===== config.mk =====
export PLATFORM = sky130hd
export DESIGN_NAME = xs3_to_bcd_stream
export DESIGN_NICKNAME = d
export VERILOG_FILES = /design/src/rtl/xs3_pkg.sv /design/src/rtl/xs3_digit_decode.sv /design/src/rtl/xs3_to_bcd_stream.sv
export SDC_FILE = /design/constraint.sdc
export NUM_CORES = 1
export LEC_CHECK = 0
export CORE_MARGIN = 5
export CORE_UTILIZATION = 55
export CTS_CLUSTER_SIZE = 8
export DETAILED_ROUTE_END_ITERATION = 12
export PLACE_DENSITY = 0.81
export RECOVER_POWER = 100
export SLEW_MARGIN = 10
export SYNTH_ARGS = -nofsm -noshare
export SYNTH_HDL_FRONTEND = slang
export SYNTH_HIERARCHICAL = 1
export SYNTH_SLANG_ARGS = --single-unit

===== constraint.sdc =====
create_clock -name clk -period 3.1 [get_ports clk]
set_clock_uncertainty 0.2 [all_clocks]
set_input_delay 0.465 -clock clk [delete_from_list [all_inputs] [get_ports clk]]
set_output_delay 0.465 -clock clk [all_outputs]
set_load 0.01 [all_outputs]

===== src/rtl/xs3_pkg.sv =====
// Shared constants and FSM state type for the excess-3 to BCD stream decoder.
package xs3_pkg;

   localparam logic [3:0] XS3_OFFSET = 4'd3;
   localparam logic [3:0] XS3_MIN    = 4'h3;
   localparam logic [3:0] XS3_MAX    = 4'hC;

   typedef enum logic {COLLECT, HOLD} xs3_state_t;

endpackage


===== src/rtl/xs3_digit_decode.sv =====
// Combinational excess-3 digit decode. With XS3_ERR_CHECK_EN defined, out-of-range
// codes decode to 0 and raise bad; otherwise the offset is removed modulo 16.
module xs3_digit_decode
   import xs3_pkg::*;
(
   input  logic [3:0] in_xs3,
   output logic [3:0] dig,
   output logic       bad
);

`ifdef XS3_ERR_CHECK_EN
   assign bad = (in_xs3 < XS3_MIN) || (in_xs3 > XS3_MAX);
   assign dig = bad ? 4'h0 : (in_xs3 - XS3_OFFSET);
`else
   assign bad = 1'b0;
   assign dig = in_xs3 - XS3_OFFSET;
`endif

endmodule


===== src/rtl/xs3_to_bcd_stream.sv =====
// Streaming excess-3 to packed-BCD decoder: collects up to NDIG digits (MSD first)
// and presents each word on a valid/ready output. Optional range check: XS3_ERR_CHECK_EN.
module xs3_to_bcd_stream
   import xs3_pkg::*;
#(
   parameter int NDIG = 4,
   parameter int CW   = $clog2(NDIG + 1)
) (
   input  logic              clk,
   input  logic              rst_n,
   input  logic              in_valid,
   output logic              in_ready,
   input  logic [3:0]        in_xs3,
   input  logic              in_last,
   output logic              out_valid,
   input  logic              out_ready,
   output logic [4*NDIG-1:0] out_bcd,
   output logic [CW-1:0]     out_count,
   output logic              out_err
);

   xs3_state_t        state, state_nxt;
   logic [4*NDIG-1:0] acc, acc_shift;
   logic [CW-1:0]     cnt;
   logic [3:0]        dig;
   logic              bad;
   logic              accept, close, xfer;

   xs3_digit_decode u_dec (
      .in_xs3 (in_xs3),
      .dig    (dig),
      .bad    (bad)
   );

   assign in_ready  = (state == COLLECT);
   assign out_valid = (state == HOLD);
   assign accept    = in_valid & in_ready;
   assign xfer      = out_valid & out_ready;
   assign acc_shift = (acc << 4) | (4*NDIG)'(dig);
   // The NDIG-th digit closes the word even without in_last.
   assign close     = accept & (in_last | (cnt == CW'(NDIG - 1)));

   always_comb begin
      state_nxt = state;
      case (state)
         COLLECT: if (close)     state_nxt = HOLD;
         HOLD:    if (out_ready) state_nxt = COLLECT;
         default:                state_nxt = COLLECT;
      endcase
   end

   always_ff @(posedge clk or negedge rst_n) begin
      if (!rst_n) state <= COLLECT;
      else        state <= state_nxt;
   end

   always_ff @(posedge clk or negedge rst_n) begin
      if (!rst_n) begin
         acc <= '0;
         cnt <= '0;
      end else if (xfer) begin
         acc <= '0;
         cnt <= '0;
      end else if (accept) begin
         acc <= acc_shift;
         cnt <= cnt + CW'(1);
      end
   end

   always_ff @(posedge clk or negedge rst_n) begin
      if (!rst_n) begin
         out_bcd   <= '0;
         out_count <= '0;
      end else if (close) begin
         out_bcd   <= acc_shift;
         out_count <= cnt + CW'(1);
      end
   end

`ifdef XS3_ERR_CHECK_EN
   logic err;

   always_ff @(posedge clk or negedge rst_n) begin
      if (!rst_n) begin
         err     <= 1'b0;
         out_err <= 1'b0;
      end else begin
         if (xfer)        err <= 1'b0;
         else if (accept) err <= err | bad;
         if (close)       out_err <= err | bad;
      end
   end
`else
   // bad is constant 0 in this build, so this is a tie-off with no flop.
   assign out_err = bad;
`endif

endmodule

==> After elaboration in Yosys (flattened, before gate mapping) <==
Index checks and enable logic that the tools add are counted.
Widths: inputs -> output; s select.
{ "word_totals": {"reg_bits": 35, "in_bits": 9, "output_inout_bits": 22, "elab_cells": 22} }
{ "classes": {"addsub": 2, "eq_ne": 1, "n_mux": 7, "n_bitwise": 6, "reduce_logical": 1} }
{ "op_table": {"columns": ["cell", "count"], "rows": [
  ["$mux 12", 2],
  ["$or 16x4->16", 1],
  ["$mux 3", 2],
  ["$sub 4x2->4 const B", 1],
  ["$add 3x1->3 const B", 1],
  ["$and 1x1->1", 3],
  ["$eq 3x2->1 const B", 1],
  ["$mux 1", 2],
  ["$pmux 1 s2", 1],
  ["$reduce_bool 2->1", 1],
  ["$not 1->1", 1],
  ["$or 1x1->1", 1]
]} }

==> Depth between registers and ports, before layout <==
Gate-level depths: netlist of the first run.
{ "logic_depth": {"word_depth": 5, "mapped_depth": 6} }

==> Modules after synthesis <==
Netlist of the first run, hierarchy kept.
{ "modules_own_cells": {"columns": ["mod", "instances", "cells_each", "area_each_um2", "seq_area_each_um2"], "rows": [
  ["xs3_to_bcd_stream", 1, 116, 1591.5, 875.8],
  ["xs3_digit_decode", 1, 7, 53.8, 0.0]
]} }

==> Worst setup path before layout of the first run <==
OpenSTA, ideal clock, no wires.
{ "synth_path": {"kind": "flip-flop to flip-flop", "start": "register cnt[0]", "end": "register out_bcd[10]", "setup_time_ns": 0.125, "arrival_time_ns": 1.540, "t_required_ns": 2.775, "path_slack_ns": 1.235, "path_stages_with_launch": 7, "n_path_buf": 1, "cell_sequence": "dfrtp_1 > ha_1 > ha_1 > o21ai_4 > nor2_8 > buf_8 > mux2_4"} }
{ "synth_via": {"elab_chain_len": 3} }
{ "synth_rtl": {"columns": ["item", "line", "rtl"], "rows": [
  ["start: declaration", "xs3_to_bcd_stream.sv:24", "logic [CW-1:0] cnt;"],
  ["start signal: assignment", "xs3_to_bcd_stream.sv:66", "cnt <= cnt + CW'(1);"],
  ["$eq 3x2->1", "xs3_to_bcd_stream.sv:41", "assign close = accept & (in_last | (cnt == CW'(NDIG - 1)));"],
  ["$or 1x1->1", "xs3_to_bcd_stream.sv:41", null],
  ["$and 1x1->1", "xs3_to_bcd_stream.sv:41", null],
  ["end signal: assignment", "xs3_to_bcd_stream.sv:75", "out_bcd <= acc_shift;"],
  ["end: declaration", "xs3_to_bcd_stream.sv:17", "output logic [4*NDIG-1:0] out_bcd,"]
]} }
No other way between the ends.
A chain may end at the register's enable or synchronous reset.

==> Worst setup path in the final report of the first run <==
{ "layout_path": {"start": "register cnt[0]", "end": "register out_bcd[2]"} }
The elaborated chain is that of the path after synthesis.

==> results of run 1 <==
[worst max-delay path: cells and delay by family, from the launching register on]
family	cells	cell delay, ns
DFF	1	0.44
and+or+nand+nor	1	0.78
muxes	1	0.42
AOI/OAI and AO/OA	1	0.18
adders and majority gates	2	0.32
[registers in the layout, summed over array words and instances (netlist names)]
signal     count
acc           12
out_count      3
out_valid      1
out_bcd       16
cnt            3
[power breakdown]
group | switching [µW] | total, µW | internal, µW | leakage, µW
registers | 130 | 769 | 639 | 0.000448
logic | 240 | 543 | 303 | 0.000427
clock network | 151 | 239 | 88.3 | 0.0000293
total | 521 | 1550 | 1030 | 0.000904
[kinds of logic (layout without fill, tap and decap cells)]
group / after synthesis / in the layout / share of synthesized area
AO/OA/AOI/OAI: 19 / 19 / 0.0913
XOR/XNOR: 3 / 3 / 0.0160
adder cells (fa/ha/maj): 3 / 3 / 0.0228
buffers and inverters: 12 / 44 / 0.0517
flip-flops: 35 / 35 / 0.532
multiplexers: 32 / 32 / 0.229
other: 1 / 1 / 0.00228
AND/OR/NAND/NOR: 18 / 18 / 0.0548
[cell usage in the layout (no fill, tap or decap), types with 2 or more instances in the layout]
| cell | n |
|---|---|
| sky130_fd_sc_hd__buf_4 | 3 |
| sky130_fd_sc_hd__clkbuf_1 | 2 |
| sky130_fd_sc_hd__clkbuf_4 | 5 |
| sky130_fd_sc_hd__clkdlybuf4s50_1 | 7 |
| sky130_fd_sc_hd__dfrtp_1 | 35 |
| sky130_fd_sc_hd__dlygate4sd3_1 | 22 |
| sky130_fd_sc_hd__ha_1 | 3 |
| sky130_fd_sc_hd__inv_1 | 4 |
| sky130_fd_sc_hd__mux2_1 | 15 |
| sky130_fd_sc_hd__mux2_2 | 3 |
| sky130_fd_sc_hd__mux2i_1 | 14 |
| sky130_fd_sc_hd__nand2_1 | 15 |
| sky130_fd_sc_hd__o21ai_0 | 17 |
| sky130_fd_sc_hd__xnor2_1 | 2 |
[final cells by class]
cell class                      count  area [µm²]
Timing Repair Buffer               32         313
Clock inverter                      1        5.00
Clock buffer                        7        45.0
Tap cell                           31        38.8
Fill cell                         231         925
Multi-Input combinational cell     76         588
Sequential cell                    35         876
Inverter                            4        15.0
[through the flow]
stage	cells	cell area (µm²)
floorplan	123	1650
global placement	178	1930
detailed placement	178	1930
CTS	186	1980
global route	186	1880
finish	186	1880
[routing by layer]
| layer | share of wire | up-vias | track usage |
|---|---|---|---|
| met1 | 0.46 | 511 | 0.203 |
| met2 | 0.49 | 25 | 0.272 |
| li1 | - | 479 | - |
| met5 | 0 | - | 0 |
| met4 | 0.014 | 0 | 0.0554 |
| met3 | 0.043 | 7 | 0.0587 |
[how the worst max path moves through the flow]
stage | cells after the start | endpoint | slack, ns
finish | 5 | out_bcd[2]$_DFFE_PN0P_ | 0.66
global route | 5 | out_bcd[3]$_DFFE_PN0P_ | 0.47
CTS | 1 | out_valid | 0.72
detailed placement | 4 | out_bcd[2]$_DFFE_PN0P_ | 0.95
global placement | 4 | out_bcd[2]$_DFFE_PN0P_ | 0.99
floorplan | 6 | out_bcd[10]$_DFFE_PN0P_ | 1.24
==> metrics.log, run 1 <==
[metrics] result of the run: finished clean
[metrics] CTS clock-pin slew for the worst setup and hold paths: 0.11 ns
[metrics] number of antenna violations at the first check in global routing: 0
[metrics] distinct cell type count of the synthesized netlist: 23
[metrics] category of the most critical setup path: reg -> reg
[metrics] antenna diode count: 0
[metrics] Reg2Reg Setup Slack: 0.66 ns
[metrics] Synth area leader: sky130_fd_sc_hd__dfrtp_1
[metrics] worst min-delay path startpoint: out_count[1]$_DFFE_PN0P_
[metrics] average size of a mapped cell: 13.4 µm²
[metrics] I/O pin count: 31
[metrics] Area growth syn-to-layout: 14.3%
[metrics] Post-Route Utilization: 0.670
[metrics] most area-consuming cells after synthesis: sky130_fd_sc_hd__dfrtp_1 53%, sky130_fd_sc_hd__mux2i_1 8.5%, sky130_fd_sc_hd__mux2_4 8.2%
[metrics] maximum fanout encountered on the critical timing path: 19
[metrics] H-tree depth: 2
[metrics] sequential element share of the synthesized area: 0.532
[metrics] slew at the pin closest to its max-slew limit: 0.951 ns
[metrics] worst hold path cell count: 1
[metrics] worst slew margin relative to its limit: 0.365
[metrics] post-synthesis instance total: 123
[metrics] Max Buffers Root-to-Sink: 2
[metrics] overflow left after global routing: 0
[metrics] most common cell in the netlist: sky130_fd_sc_hd__dfrtp_1
[metrics] static leakage: 0.000904 µW
[metrics] routed wirelength normalized by instance count: 16.5 µm
[metrics] Worst Setup Slack post-DPL: 0.946 ns
[metrics] Avg Vias per Cell: 5.49
[metrics] antenna-violating nets left: 0
[metrics] area of the die: ~4200 µm²
[metrics] Final min period: 2.44 ns
[metrics] number of warnings reported in the yosys synthesis log: 6
[metrics] hold buffer count at CTS: 0
[metrics] drt pass-1 iters: 4
[metrics] wire length of the first global-routing pass: 5.26 mm
[metrics] number of enable-type register cells in the synthesized netlist: 0
[metrics] number of placement rows: 19
[metrics] synthesized net count: 135
[metrics] worst reg2reg endpoint: out_bcd[2]$_DFFE_PN0P_
[metrics] total wire length after detailed routing: approximately 3 mm
[metrics] synthesis-stage register bit count: 35
[metrics] Final Total Pwr: 1550 µW
[metrics] number of instances resized during post-cts repair: 0
[metrics] most instantiated flip-flop cell in the synthesis netlist: sky130_fd_sc_hd__dfrtp_1
[metrics] Die Height: about 65 µm
[metrics] FMAX: 410 MHz
[metrics] via count of the first global-routing pass: roughly 1,100
[metrics] proportion of layout cells with a drive suffix above 1: 0.0903
[metrics] worst-case setup margin in the final layout: between 0.6 and 0.7 ns
[metrics] total number of clock tree sinks: 35
[metrics] Final #Nets: 166
[metrics] width of the chip: about 65 µm
[metrics] TritonCTS clock tree: done
[metrics] start point of the critical path: cnt[0]$_DFFE_PN0P_
[metrics] kind of path behind the tightest hold check: reg -> reg
[metrics] starting density of the core: 0.587
[metrics] largest net degree at the start of global routing: 36
[metrics] number of max-slew violations in the final report: 0
[metrics] initial drt markers: 22
[metrics] fraction of synthesized cell area taken by the top area cell type: 0.532
[metrics] most frequent CP cell: sky130_fd_sc_hd__ha_1
[metrics] async set-or-reset flop fraction in the synthesized netlist: 1.00
[metrics] endpoint arrival time on the critical path: 2.47 ns
[metrics] max cap viols: 0
[metrics] unrepaired setup endpoints after global routing: false
[metrics] crit path max-delay cell type: sky130_fd_sc_hd__nor2_2
[metrics] ratio of final minimum period to clock period: 0.787
[metrics] longest individual stage delay on the worst path: 0.78 ns
[metrics] endpoint kind of the worst setup timing path: flop
[metrics] cell area power density: 825 nW/µm²
[metrics] number of buffers inserted by port buffering: 29
[metrics] HPWL after DPL: 2.14 mm
[metrics] source-to-sink clock delay at the later pin of the worst-skew pair: 0.34 ns
[metrics] series of cell instances along the critical path: ha_1 > ha_1 > o21ai_0 > nor2_2 > mux2_2
[metrics] worst flop-to-flop path startpoint: cnt[0]$_DFFE_PN0P_
[metrics] IR drop worst, VDD: ~370 µV
[metrics] post-synthesis cell area: ~1600 µm²
[metrics] GRT Total Usage: 0.165
[metrics] required time of the critical path: 3.14 ns
[metrics] top cells by count, synth: 35 x sky130_fd_sc_hd__dfrtp_1, 15 x sky130_fd_sc_hd__nand2_1, 14 x sky130_fd_sc_hd__mux2i_1
[metrics] Setup Buffers After CTS: 0
[metrics] placer's final routability congestion estimate: 0.716
[metrics] Worst Reg-to-Reg Cells: 5
[metrics] buffer type at the clock tree root: sky130_fd_sc_hd__clkbuf_4
[metrics] Final TNS setup: 0 ns
[metrics] total CTS buffers: 5
[metrics] Final Hold Viols: 0
[metrics] vias after detailed routing: about 1,000
[metrics] total DRC errors in the routed layout: 0
[metrics] category of the worst setup path launch point: flop
[metrics] core area: around 2800 µm²
[metrics] terminating pin of the worst hold path: out_count[1]$_DFFE_PN0P_
[metrics] final worst hold slack: 0.289 ns
[metrics] endpoints failing setup: 0
(Power assumes the default switching activity.)
==> run 2, diff against run 1 <==
--- a/config.mk
+++ b/config.mk
@@ -6,10 +6,10 @@
 export NUM_CORES = 1
 export LEC_CHECK = 0
 export CORE_MARGIN = 5
-export CORE_UTILIZATION = 55
+export CORE_UTILIZATION = 46
 export CTS_CLUSTER_SIZE = 8
 export DETAILED_ROUTE_END_ITERATION = 12
-export PLACE_DENSITY = 0.81
+export PLACE_DENSITY = 0.72
 export RECOVER_POWER = 100
 export SLEW_MARGIN = 10
 export SYNTH_ARGS = -nofsm -noshare
==> constraint.sdc (replaced) <==
create_clock -name clk -period 2.1 [get_ports clk]
set_clock_uncertainty 0.2 [all_clocks]
set_input_delay 0.315 -clock clk [delete_from_list [all_inputs] [get_ports clk]]
set_output_delay 0.315 -clock clk [all_outputs]
set_load 0.01 [all_outputs]
==> run 2 against run 1 <==
  * Cell area rose by 4.0%
  * Count of clock-buffer cells in the layout rose by 1
  * Utilization fell by 9.3 points
  * Power rose by 53%
  * Global-route usage fell by 2.9 points
  * Register-to-register slack got worse by 0.47 ns
  * Via count fell by 1.9%
  * Final cell count rose by 9.1%
  * Routed wire length fell by 3.3%
  * Sequential cell count did not move
  * First-iteration DRC count rose by 82%
  * Die area rose by 16%
  * Highest routed layer unchanged
==> metrics.log, run 2 (synthesis results as in run 1) <==
[metrics] endpoint kind of the worst setup timing path: primary output (was flop)
[metrics] overflow left after global routing: 0 (unchanged)
[metrics] Max Buffers Root-to-Sink: 2 (unchanged)
[metrics] buffer type at the clock tree root: sky130_fd_sc_hd__clkbuf_4 (unchanged)
[metrics] most common cell after layout, fill and taps aside: sky130_fd_sc_hd__dfrtp_1 (unchanged)
[metrics] TritonCTS clock tree: done (unchanged)
[metrics] ratio of final minimum period to clock period: 0.962
[metrics] number of flip-flops in the largest register: 16 (unchanged)
[metrics] drt pass-1 iters: 4 (unchanged)
[metrics] post-layout instance count excluding filler cells: 203 (was 186)
[metrics] Die Height: 69.8 µm (was 64.7 µm)
[metrics] routed wirelength normalized by instance count: 14.6 µm (was 16.5 µm)
[metrics] number of instances resized during post-cts repair: 0 (unchanged)
[metrics] vias after detailed routing: 1,003 (was 1,022)
[metrics] width of the chip: 69.8 µm (was 64.7 µm)
[metrics] endpoint arrival time on the critical path: 1.51 ns (was 2.47 ns)
[metrics] maximum fanout encountered on the critical timing path: 6 (was 19)
[metrics] worst-case setup margin in the final layout: 0.0792 ns (was 0.661 ns)
[metrics] number of placement rows: 21 (was 19)
[metrics] cell area power density: 1220 nW/µm² (was 825 nW/µm²)
[metrics] slew at the pin closest to its max-slew limit: 0.855 ns (was 0.951 ns)
[metrics] series of cell instances along the critical path: clkdlybuf4s50_1 (was ha_1 > ha_1 > o21ai_0 > nor2_2 > mux2_2)
[metrics] Worst Setup Slack post-DPL: 0.102 ns (was 0.946 ns)
[metrics] max cap viols: 0 (unchanged)
[metrics] Setup Buffers After CTS: 0 (unchanged)
[metrics] endpoints failing setup: 0 (unchanged)
[metrics] Avg Vias per Cell: 4.94 (was 5.49)
[metrics] Final TNS setup: 0 ns (unchanged)
[metrics] worst slew margin relative to its limit: 0.430 (was 0.365)
[metrics] starting density of the core: 0.485 (was 0.587)
[metrics] Final Hold Viols: 0 (unchanged)
[metrics] total DRC errors in the routed layout: 0 (unchanged)
[metrics] number of antenna violations at the first check in global routing: 0 (unchanged)
[metrics] wire length of the first global-routing pass: 5.22 mm (was 5.26 mm)
[metrics] commonest non-fill, non-tap cells in the layout: 35 x sky130_fd_sc_hd__dfrtp_1, 20 x sky130_fd_sc_hd__dlygate4sd3_1, 15 x sky130_fd_sc_hd__nand2_1, 15 x sky130_fd_sc_hd__o21ai_0, 15 x sky130_fd_sc_hd__mux2_1 (was 35 x sky130_fd_sc_hd__dfrtp_1, 22 x sky130_fd_sc_hd__dlygate4sd3_1, 17 x sky130_fd_sc_hd__o21ai_0)
[metrics] register name with the most flops: out_bcd (unchanged)
[metrics] longest individual stage delay on the worst path: 0.61 ns (was 0.78 ns)
[metrics] static leakage: 0.000931 µW (was 0.000904 µW)
[metrics] unrepaired setup endpoints after global routing: false (unchanged)
[metrics] GRT Total Usage: 0.136 (was 0.165)
[metrics] category of the worst setup path launch point: flop (unchanged)
[metrics] largest net degree at the start of global routing: 36 (unchanged)
[metrics] total number of clock tree sinks: 35 (unchanged)
[metrics] H-tree depth: 2 (unchanged)
[metrics] result of the run: finished clean (unchanged)
[metrics] via count of the first global-routing pass: 1,085 (was 1,094)
[metrics] Final min period: 2.02 ns
[metrics] I/O pin count: 31 (unchanged)
[metrics] Post-Route Utilization: 0.577 (was 0.670)
[metrics] category of the most critical setup path: reg -> out (was reg -> reg)
[metrics] source-to-sink clock delay at the later pin of the worst-skew pair: 0.34 ns (about the same)
[metrics] number of max-slew violations in the final report: 0 (unchanged)
[metrics] antenna diode count: 0 (unchanged)
[metrics] hold buffer count at CTS: 0 (unchanged)
[metrics] antenna-violating nets left: 0 (unchanged)
[metrics] required time of the critical path: 1.58 ns (was 3.14 ns)
[metrics] # placed instances: 195 (was 178)
[metrics] number of buffers inserted by port buffering: 29 (unchanged)
[metrics] Area growth syn-to-layout: 18.9% (was 14.3%)
[metrics] total CTS buffers: 5 (unchanged)
[metrics] Post-DP Area: 1960 µm² (was 1930 µm²)
[metrics] cell class contributing the biggest share of worst-path delay: buffers and inverters (was simple AND/OR/NAND/NOR gates)
[metrics] biggest registers after layout: out_bcd x16, acc x12 (unchanged)
[metrics] Final #Nets: 168 (was 166)
[metrics] CTS clock-pin slew for the worst setup and hold paths: 0.10 ns (was 0.11 ns)
[metrics] crit path max-delay cell type: sky130_fd_sc_hd__clkdlybuf4s50_1 (was sky130_fd_sc_hd__nor2_2)
[metrics] proportion of layout cells with a drive suffix above 1: 0.115 (was 0.0903)
[metrics] area of the die: 4870 µm² (was 4190 µm²)
[metrics] placer's final routability congestion estimate: 0.690 (was 0.716)
[metrics] total wire length after detailed routing: 2.97 mm (was 3.07 mm)
[metrics] buffer and inverter count on the worst path: 1 (was 0)
[metrics] core area: 3390 µm² (was 2810 µm²)
[metrics] post-route cell area: 1960 µm² (was 1880 µm²)
[metrics] FMAX: between 400 and 500 MHz
[metrics] HPWL after DPL: 2.07 mm (was 2.14 mm)
[metrics] IR drop worst, VDD: 623 µV (was 365 µV)
[metrics] kind of path behind the tightest hold check: reg -> reg (unchanged)
[metrics] initial drt markers: 40 (was 22)
-- run 2: power breakdown --
group / switching, µW / internal (µW)
combinational: 363 / 466
clock: 223 / 197
sequential: 186 / 943
-- run 2: final cells by class --
type | instances | area, µm²
tap | 46 | 57.6
multi-input combinational | 76 | 617
inverter | 4 | 15.0
sequential | 35 | 876
clock buffer | 8 | 68.8
fill | 295 | 1430
timing repair buffer | 34 | 322
-- run 2: worst reg2reg max path, stage by stage, from the launching register on --
cell and delay [ns]:
sky130_fd_sc_hd__dfrtp_1 0.44, sky130_fd_sc_hd__ha_1 0.23, sky130_fd_sc_hd__ha_1 0.22, sky130_fd_sc_hd__o21ai_4 0.24, sky130_fd_sc_hd__nor2_8 0.11, sky130_fd_sc_hd__mux2_1 0.35
-- run 2: stage by stage --
step                total power [µW]  hold WS, ns
global placement                2150        0.272
detailed placement              2200        0.282
global route                    2550        0.318
CTS                             2630        0.188
floorplan                       1700       -0.181
finish                          2380        0.294
-- run 2: metal layers --
| layer | share of wire | wire length [µm] | GRT usage | up-vias |
|---|---|---|---|---|
| met5 | 0 | 0 | 0 | - |
| met4 | 0.018 | 52 | 0.0638 | 0 |
| met3 | 0.061 | 180 | 0.0580 | 6 |
| met2 | 0.45 | 1350 | 0.203 | 29 |
| met1 | 0.47 | 1390 | 0.170 | 490 |
| li1 | - | - | - | 478 |
-- run 2: final timing paths --
kind                                    startpoint                       end  slack (ns)  cells after the start
min reg2reg                out_bcd[15]$_DFFE_PN0P_   out_bcd[15]$_DFFE_PN0P_        0.29                      1
max                            out_valid$_DFF_PN0_                 out_valid        0.08                      1
min in group asynchronous                    rst_n  out_count[0]$_DFFE_PN0P_        0.40                      2
min                        out_bcd[15]$_DFFE_PN0P_   out_bcd[15]$_DFFE_PN0P_        0.29                      1
max reg2reg                     cnt[0]$_DFFE_PN0P_  out_count[2]$_DFFE_PN0P_        0.19                      5
max in group asynchronous                    rst_n    out_bcd[0]$_DFFE_PN0P_        0.77                      2
